**config.mk**
```make
export PLATFORM = sky130hd
export DESIGN_NAME = local_packet_assembler
export DESIGN_NICKNAME = d
export VERILOG_FILES = /design/src/rtl/local_packet_assembler.sv
export SDC_FILE = /design/constraint.sdc
export NUM_CORES = 1
export LEC_CHECK = 0
export BUFFER_PORTS_ARGS = -buffer_cell sky130_fd_sc_hd__buf_4
export CORE_UTILIZATION = 45
export DETAILED_ROUTE_END_ITERATION = 12
export PLACE_DENSITY_LB_ADDON = 0.05
export SETUP_SLACK_MARGIN = 0.1
export SYNTH_ARGS = -nofsm -noshare
export SYNTH_HDL_FRONTEND = slang
export SYNTH_SLANG_ARGS = --single-unit
```
**constraint.sdc**
```tcl
create_clock -name clk -period 2.7 [get_ports clk]
set_input_delay 0.135 -clock clk [delete_from_list [all_inputs] [get_ports clk]]
set_output_delay 0.135 -clock clk [all_outputs]
set_load 0.03 [all_outputs]
```
**src/rtl/local_packet_assembler.sv**
```systemverilog
// Reassembles the router's local flit stream into packets and queues them for the neuron core.
// A single pending/hold register sits between the assembler and a first-word fall-through FIFO.
//
// state       | meaning
// ST_COLLECT  | no completed packet pending; flits go into the assembly register
// ST_COMPLETE | packet completed last cycle; push now, or park it in hold if the FIFO is full
// ST_HOLD     | packet parked (hold_valid=1); flits are dropped until the FIFO has space
module local_packet_assembler #(
    parameter int flit_size   = 4,
    parameter int packet_size = 32,
    parameter int fifo_depth  = 4
) (
    input  logic                   clk,
    input  logic                   reset,
    input  logic [flit_size-1:0]   flit_in,
    input  logic                   write_req,
    output logic                   neuron_full,
    output logic [packet_size-1:0] packet_out,
    output logic                   packet_valid,
    input  logic                   packet_ready,
    output logic                   overflow
);
    localparam int flits_per_packet = packet_size / flit_size;
    localparam int cnt_w = (flits_per_packet > 1) ? $clog2(flits_per_packet) : 1;
    localparam int ptr_w = $clog2(fifo_depth);

    localparam logic [1:0] ST_COLLECT  = 2'd0;
    localparam logic [1:0] ST_COMPLETE = 2'd1;
    localparam logic [1:0] ST_HOLD     = 2'd2;

    logic [1:0]             state;
    logic [cnt_w-1:0]       flit_cnt;
    logic [packet_size-1:0] asm_data;
    logic [packet_size-1:0] asm_next;
    logic [packet_size-1:0] pend_data;
    logic [packet_size-1:0] mem [fifo_depth];
    logic [ptr_w-1:0]       wr_ptr;
    logic [ptr_w-1:0]       rd_ptr;
    logic [ptr_w:0]         fifo_count;
    logic                   hold_valid;
    logic                   flit_accept;
    logic                   last_flit;
    logic                   fifo_full;
    logic                   fifo_space;
    logic                   fifo_push;
    logic                   fifo_pop;

    assign hold_valid   = (state == ST_HOLD);
    assign flit_accept  = write_req & ~hold_valid;
    assign last_flit    = (flit_cnt == cnt_w'(flits_per_packet - 1));
    assign fifo_full    = (fifo_count == (ptr_w + 1)'(fifo_depth));
    assign packet_valid = (fifo_count != '0);
    assign fifo_pop     = packet_valid & packet_ready;
    // A pop in the same cycle frees the slot the pending packet needs.
    assign fifo_space   = ~fifo_full | fifo_pop;
    assign fifo_push    = (state != ST_COLLECT) & fifo_space;
    assign neuron_full  = fifo_full | hold_valid;
    assign packet_out   = packet_valid ? mem[rd_ptr] : '0;

    // First flit of a packet lands in the most significant slot.
    always_comb begin
        asm_next = asm_data;
        asm_next[packet_size - 1 - int'(flit_cnt) * flit_size -: flit_size] = flit_in;
    end

    always_ff @(posedge clk) begin
        if (reset) begin
            state      <= ST_COLLECT;
            flit_cnt   <= '0;
            asm_data   <= '0;
            pend_data  <= '0;
            wr_ptr     <= '0;
            rd_ptr     <= '0;
            fifo_count <= '0;
            overflow   <= 1'b0;
        end else begin
            if (write_req & hold_valid) begin
                overflow <= 1'b1;
            end

            case (state)
                ST_COMPLETE: state <= fifo_space ? ST_COLLECT : ST_HOLD;
                ST_HOLD:     if (fifo_space) state <= ST_COLLECT;
                default:     ;
            endcase

            if (flit_accept) begin
                if (last_flit) begin
                    flit_cnt  <= '0;
                    asm_data  <= '0;
                    pend_data <= asm_next;
                    state     <= ST_COMPLETE;
                end else begin
                    flit_cnt <= flit_cnt + 1'b1;
                    asm_data <= asm_next;
                end
            end

            if (fifo_push) begin
                wr_ptr <= wr_ptr + 1'b1;
            end
            if (fifo_pop) begin
                rd_ptr <= rd_ptr + 1'b1;
            end
            case ({fifo_push, fifo_pop})
                2'b10:   fifo_count <= fifo_count + 1'b1;
                2'b01:   fifo_count <= fifo_count - 1'b1;
                default: ;
            endcase
        end
    end

    always_ff @(posedge clk) begin
        if (fifo_push & ~reset) begin
            mem[wr_ptr] <= pend_data;
        end
    end

endmodule

```
# After elaboration in Yosys (flattened, before gate mapping)
# Memory sizes are Yosys's and may differ from the RTL's. A register that Yosys moved wholly into a read port is not among the register bits.
# Index checks and enable logic that the tools add are counted.
[word_totals]
regBits = 77
latch_bits = 0
ram_bits = 128
mem_bits_ro = 0
output_inout_bits = 35
wordCells = 52
mem_count = 1
[op_classes]
add_sub_neg = 7
mul = 0
n_div = 0
n_lt_le_gt_ge = 0
eq_ne = 6
shifts = 2
muxes = 14
bitwise = 10
reduce_logical = 4
[memory_table]
columns = ["name", "depth", "width", "rd", "rd_ports_with_merged_regs", "wr", "line", "rtl"]
rows = [
  ["mem", 4, 32, 1, 1, 1, "36", "logic [packet_size-1:0] mem [fifo_depth];"],
]
[ops]
columns = ["cell", "n"]
rows = [
  ["$mux 32", 2],
  ["$shift 4x33->35 const A", 1],
  ["$shiftx 4x33->35", 1],
  ["$neg 6->33", 1],
  ["$bwmux 32", 1],
  ["$mux 2", 6],
  ["$add 3x1->3 const B", 2],
  ["$eq 3x3->1 const B", 2],
  ["$pmux 3 s2", 1],
  ["$sub 5x5->6 const A", 1],
  ["$and 1x1->1", 5],
  ["$add 2x1->2 const B", 2],
  ["$eq 2x1->1 const B", 2],
  ["$eq 2x2->1 const B", 2],
  ["$pmux 2 s2", 1],
  ["$reduce_bool 2->1", 2],
  ["$mux 3", 1],
  ["$not 1->1", 3],
  ["$reduce_bool 3->1", 1],
  ["$sub 3x1->3 const B", 1],
  ["$mux 1", 2],
  ["$or 1x1->1", 2],
  ["$reduce_and 2->1", 1],
]

# Depth between registers and ports, before layout
[depth]
word_depth = 7
ltp_mapped = 10

# Least setup slack after synthesis
# Ideal clock, no wire load.
[synth_path]
path_type = "flip-flop to flip-flop"
from = "reg fifo_count[0]"
to = "reg fifo_count[2]"
setup_ns = 0.071
arrival_time_ns = 2.045
required_ns = 2.629
setup_slack_ns = 0.584
stages_incl_launch_ff = 10
n_path_buf = 0
cell_sequence = "dfxtp_1 nor4b_2 nor2_1 inv_1 ha_1 inv_1 fa_1 xor2_1 or3_1 a21oi_1"
[synth_between]
elab_chain_cells = 6
word_cells_on_any_way = 12
[synth_lines]
columns = ["item", "line", "rtl"]
rows = [
  ["start, declared", "39", "logic [ptr_w:0] fifo_count;"],
  ["start signal, assigned", "106", "2'b10: fifo_count <= fifo_count + 1'b1;"],
  ["start signal, assigned", "107", "2'b01: fifo_count <= fifo_count - 1'b1;"],
  ["$reduce_bool 3->1 / $eq 3x3->1 (equally long branches)", "52, 51", ""],
  ["$and 1x1->1 / $not 1->1 (equally long branches)", "53, 55", ""],
  ["$or 1x1->1", "55", "assign fifo_space = ~fifo_full | fifo_pop;"],
  ["$and 1x1->1", "56", "assign fifo_push = (state != ST_COLLECT) & fifo_space;"],
  ["$eq 2x1->1 / $eq 2x2->1 (equally long branches)", "105", "case ({fifo_push, fifo_pop})"],
  ["$pmux 3 s2 / $reduce_bool 2->1 (equally long branches)", "-", ""],
]
# Several ways; a longest one is shown, not always the timed one.
# A chain may end at the register's enable or synchronous reset.

# Final worst setup path
# Same ends and word-level chain as after synthesis.

==> results_tabular.tex <==
\begin{tabular}{lr}
\hline
Metric & Value \\
\hline
\multicolumn{2}{l}{\textbf{Outcome}} \\
\quad Outcome & finished, final reports clean \\
\multicolumn{2}{l}{\textbf{Drt}} \\
\quad Post-Route M1 WL & 7350 µm \\
\quad DR vias/cell & 5.42 \\
\quad First-pass iteration count of the detailed router & 5 \\
\quad Total routed wirelength & between 15,000 and 20,000 µm \\
\quad Met3 WL & 532 µm \\
\quad Highest metal layer used by the detailed router & met4 \\
\quad \# DRC & 0 \\
\quad Routed length on met2 & between 8000 and 9000 µm \\
\quad Total number of vias & 4,770 \\
\quad Routed length per placed instance & 18.4 µm \\
\quad Initial drt markers & between 200 and 250 \\
\quad Count of antenna-violating nets left after detailed routing & 0 \\
\multicolumn{2}{l}{\textbf{Timing}} \\
\quad Unrepaired setup endpoints after global routing & false \\
\quad Minimum period implied by the final worst setup slack & between 2000 and 2500 ps \\
\quad Final-report max-slew violation count & 0 \\
\quad Worst clock skew & 12.1 ps \\
\quad Final period util & slightly below 90\% \\
\quad Max-Slew Margin vs Limit & 61.9\% \\
\quad Setup TNS after final layout & 0 ps \\
\quad Final Hold Vio Count & 0 \\
\quad Setup violations, final & 0 \\
\quad Highest attainable clock frequency & 428 MHz \\
\quad Transition at the pin with the smallest max-transition slack & 564 ps \\
\quad Worst Slack Setup Final & 365 ps \\
\multicolumn{2}{l}{\textbf{Synth}} \\
\quad Cell count after synthesis & 586 \\
\quad Post-synthesis sequential element count & approximately 200 \\
\quad Number of enable flip-flop cells after synthesis & 128 \\
\quad Post-synth ARST share & 0\% \\
\quad Count leader, synth & edfxtp\_1 \\
\quad Syn nets & 610 \\
\quad Top cells by area, synth & edfxtp\_1 (47\%), dfxtp\_1 (18\%), mux4\_2 (8.8\%) \\
\quad Area share of the leading cell type in the synthesized netlist & between 40\% and 50\% \\
\quad Yosys warnings & 0 \\
\quad Main synth FF type & edfxtp\_1 \\
\quad Leading post-synthesis cells by instance count & edfxtp\_1 (128), dfxtp\_1 (75), nor2\_1 (58) \\
\quad Number of library cell types mapped by synthesis & 43 \\
\quad Mapped Area & 8170 µm² \\
\quad Average footprint of a synthesized cell & roughly 14 µm² \\
\quad Cell taking the most area after synthesis & edfxtp\_1 \\
\quad Share of synthesized area occupied by flip-flops and latches & 65.4\% \\
\multicolumn{2}{l}{\textbf{Power}} \\
\quad Power per unit of standard cell area & approximately 670 nW/µm² \\
\quad Largest voltage drop on the vdd net & 0.407 mV \\
\quad Leakage power & 3.59 nW \\
\multicolumn{2}{l}{\textbf{Final layout}} \\
\quad Area growth syn-to-layout & 16.8\% \\
\quad Utilization of the core after routing & 54.4\% \\
\quad Fraction of final layout cells sized beyond drive strength 1 & 21.4\% \\
\quad Total inserted antenna cells & 0 \\
\quad \# nets final & 663 \\
\quad Non-filler instance count after layout & 880 \\
\quad Filler instances & 1,513 \\
\multicolumn{2}{l}{\textbf{Place}} \\
\quad Worst slack at placement & roughly 380 ps \\
\quad Cell Count Post-Placement & 835 \\
\quad Port-buffer cells & 42 \\
\quad Routability cong. & 0.797 \\
\quad Post-detailed-placement half-perimeter wirelength & around 10,000 µm \\
\multicolumn{2}{l}{\textbf{GRT}} \\
\quad Wire length of the first global-routing pass & 26,300 µm \\
\quad Total gr overflow & 0 \\
\quad Pin count of the biggest net entering global routing & 44 \\
\quad GRT Resource Usage Total & 18.5\% \\
\quad Via count of the first global-routing pass & $\sim$4,900 \\
\quad Number of antenna violations at the first check in global routing & 0 \\
\multicolumn{2}{l}{\textbf{Die}} \\
\quad Die extent in y & around 140 µm \\
\quad Area of the placeable core & 17,500 µm² \\
\quad Horizontal die dimension & 137 µm \\
\quad Top Ports & 43 \\
\quad Core Rows & 48 \\
\quad Starting utilization of the core area & 46.6\% \\
\quad Total Die Area & around 19,000 µm² \\
\multicolumn{2}{l}{\textbf{Clocking}} \\
\quad Worst-Skew Late Latency & around 500 ps \\
\quad Clock buffers created by TritonCTS & 22 \\
\quad CTS H-tree depth & 1 \\
\quad Clock transition at path regs & 60 ps \\
\quad Cell at the root of the clock tree & clkbuf\_16 \\
\quad Quantity of gates resized following cts & 0 \\
\quad Post-CTS Repair Setup Buffers & 0 \\
\quad CTS tree & yes \\
\quad Maximum clock path buffer count & 3 \\
\quad Count of hold buffers inserted by post-cts repair & 5 \\
\quad Sinks on Clock Net & 203 \\
\multicolumn{2}{l}{\textbf{Run}} \\
\quad Max-cap viol count & 0 \\
\multicolumn{2}{l}{\textbf{Worst setup path}} \\
\quad End of the worst register-to-register path & fifo\_count[2] \\
\quad Category of the worst setup path capture point & register \\
\quad Data required time at the worst endpoint & 3110 ps \\
\quad Start point of the critical path & fifo\_count[0] \\
\quad Kind of start point of the critical path & register \\
\quad Reg-to-Reg Start & fifo\_count[0] \\
\quad Critical path class & reg -> reg \\
\quad Crit path max-delay cell type & nor4b\_2 \\
\quad FF-to-FF setup slack & 370 ps \\
\quad Arrival time reported for the critical path endpoint & roughly 2800 ps \\
\quad Biggest fanout along the worst timing path & 5 \\
\quad Stage delay of the slowest cell on the critical path & 450 ps \\
\quad Worst Reg2Reg Path Length in Cells & 9 \\
\quad CP Cell Sequence & nor4b\_2, nor2\_1, inv\_1, ha\_1, inv\_1, fa\_1, xor2\_1, or3\_1, a21oi\_1 \\
\quad Most common cell type on the critical path & inv\_1 \\
\multicolumn{2}{l}{\textbf{Min path}} \\
\quad Worst hold path cell count & 4 \\
\quad WHS Endpoint & wr\_ptr[1] \\
\quad Critical hold path startpoint & packet\_ready \\
\quad Class of the worst hold path & in -> reg \\
\hline
\end{tabular}
==> state kept, by name, summed over array words and instances, names as in the netlist, named ones only <==
register	flops
mem	128
pend_data	32
asm_data	28
fifo_count	3
flit_cnt	3
rd_ptr	2
state	2
wr_ptr	2
overflow	1
==> worst max path at each step <==
stage,slack [ps],end,cells past startpoint
3_5_place_dp,380,fifo_count[2],9
2_1_floorplan,580,fifo_count[2],9
5_1_grt,110,fifo_count[2],9
3_3_place_gp,450,fifo_count[2],9
4_1_cts,350,fifo_count[2],9
6_report,370,fifo_count[2],9
==> where the power goes <==
| part | total [W] | switching, W | internal, W |
|---|---|---|---|
| sequential | 0.00328 | 0.0000137 | 0.00327 |
| combinational | 0.000173 | 0.000111 | 0.0000620 |
| clock | 0.00297 | 0.00116 | 0.00181 |
==> critical path, delay by kind of cell (launching register included) <==
family                     cells  cell delay [ps]
and+or+nand+nor                3              900
adders and majority gates      2              550
DFF                            1              340
xor gates and xnor gates       1              160
buffers and inverters          2              150
AOI/OAI and AO/OA              1              150
==> layout by cell type, fill, tap and decap left out, types with 5 or more instances in the layout <==
master           n
edfxtp_1       128
dfxtp_1         74
buf_4           59
nor2_1          58
and2_1          44
nand2_1         37
mux4_2          32
a21oi_1         27
clkbuf_16       23
o21ai_0         19
o21ai_1         16
a32oi_1         16
ha_1            15
a22oi_1         12
inv_1           11
nand3b_1        10
mux2i_1          8
nor2b_1          7
clkbuf_8         6
dlygate4sd3_1    5
==> cell type report <==
class | count | area, µm² | share of cell area [%]
multi-input combinational | 336 | 2620 | 27.4
tap | 225 | 282 | 2.95
clock buffer | 32 | 669 | 7.02
timing repair buffer | 65 | 513 | 5.38
sequential | 203 | 5350 | 56.1
inverter | 11 | 41.3 | 0.433
clock inverter | 8 | 70.1 | 0.735
==> cell families (layout without fill, tap and decap cells) <==
logic type	Yosys count	after routing	synth area share, %
XOR/XNOR	5	5	0.536
multiplexers	40	40	9.80
buffers and inverters	47	116	2.59
adder cells (fa/ha/maj)	16	16	2.54
AO/OA/AOI/OAI	101	101	7.67
flip-flops	203	203	65.4
AND/OR/NAND/NOR	174	174	11.4
==> through the flow <==
step	cell area, µm²	hold slack (ps)	total power [W]
floorplan	8170	276	0.00346
global placement	8750	407	0.00351
detailed placement	8750	416	0.00352
CTS	9540	39.0	0.00650
global route	9540	68.3	0.00665
finish	9540	56.4	0.00643
==> layer usage <==
layer / track usage (%) / vias to the layer above
li1: - / 2283
met1: 24.3 / 2386
met2: 32.0 / 80
met3: 2.63 / 21
met4: 5.12 / 0
met5: 0 / -
(Power assumes the default switching activity.)
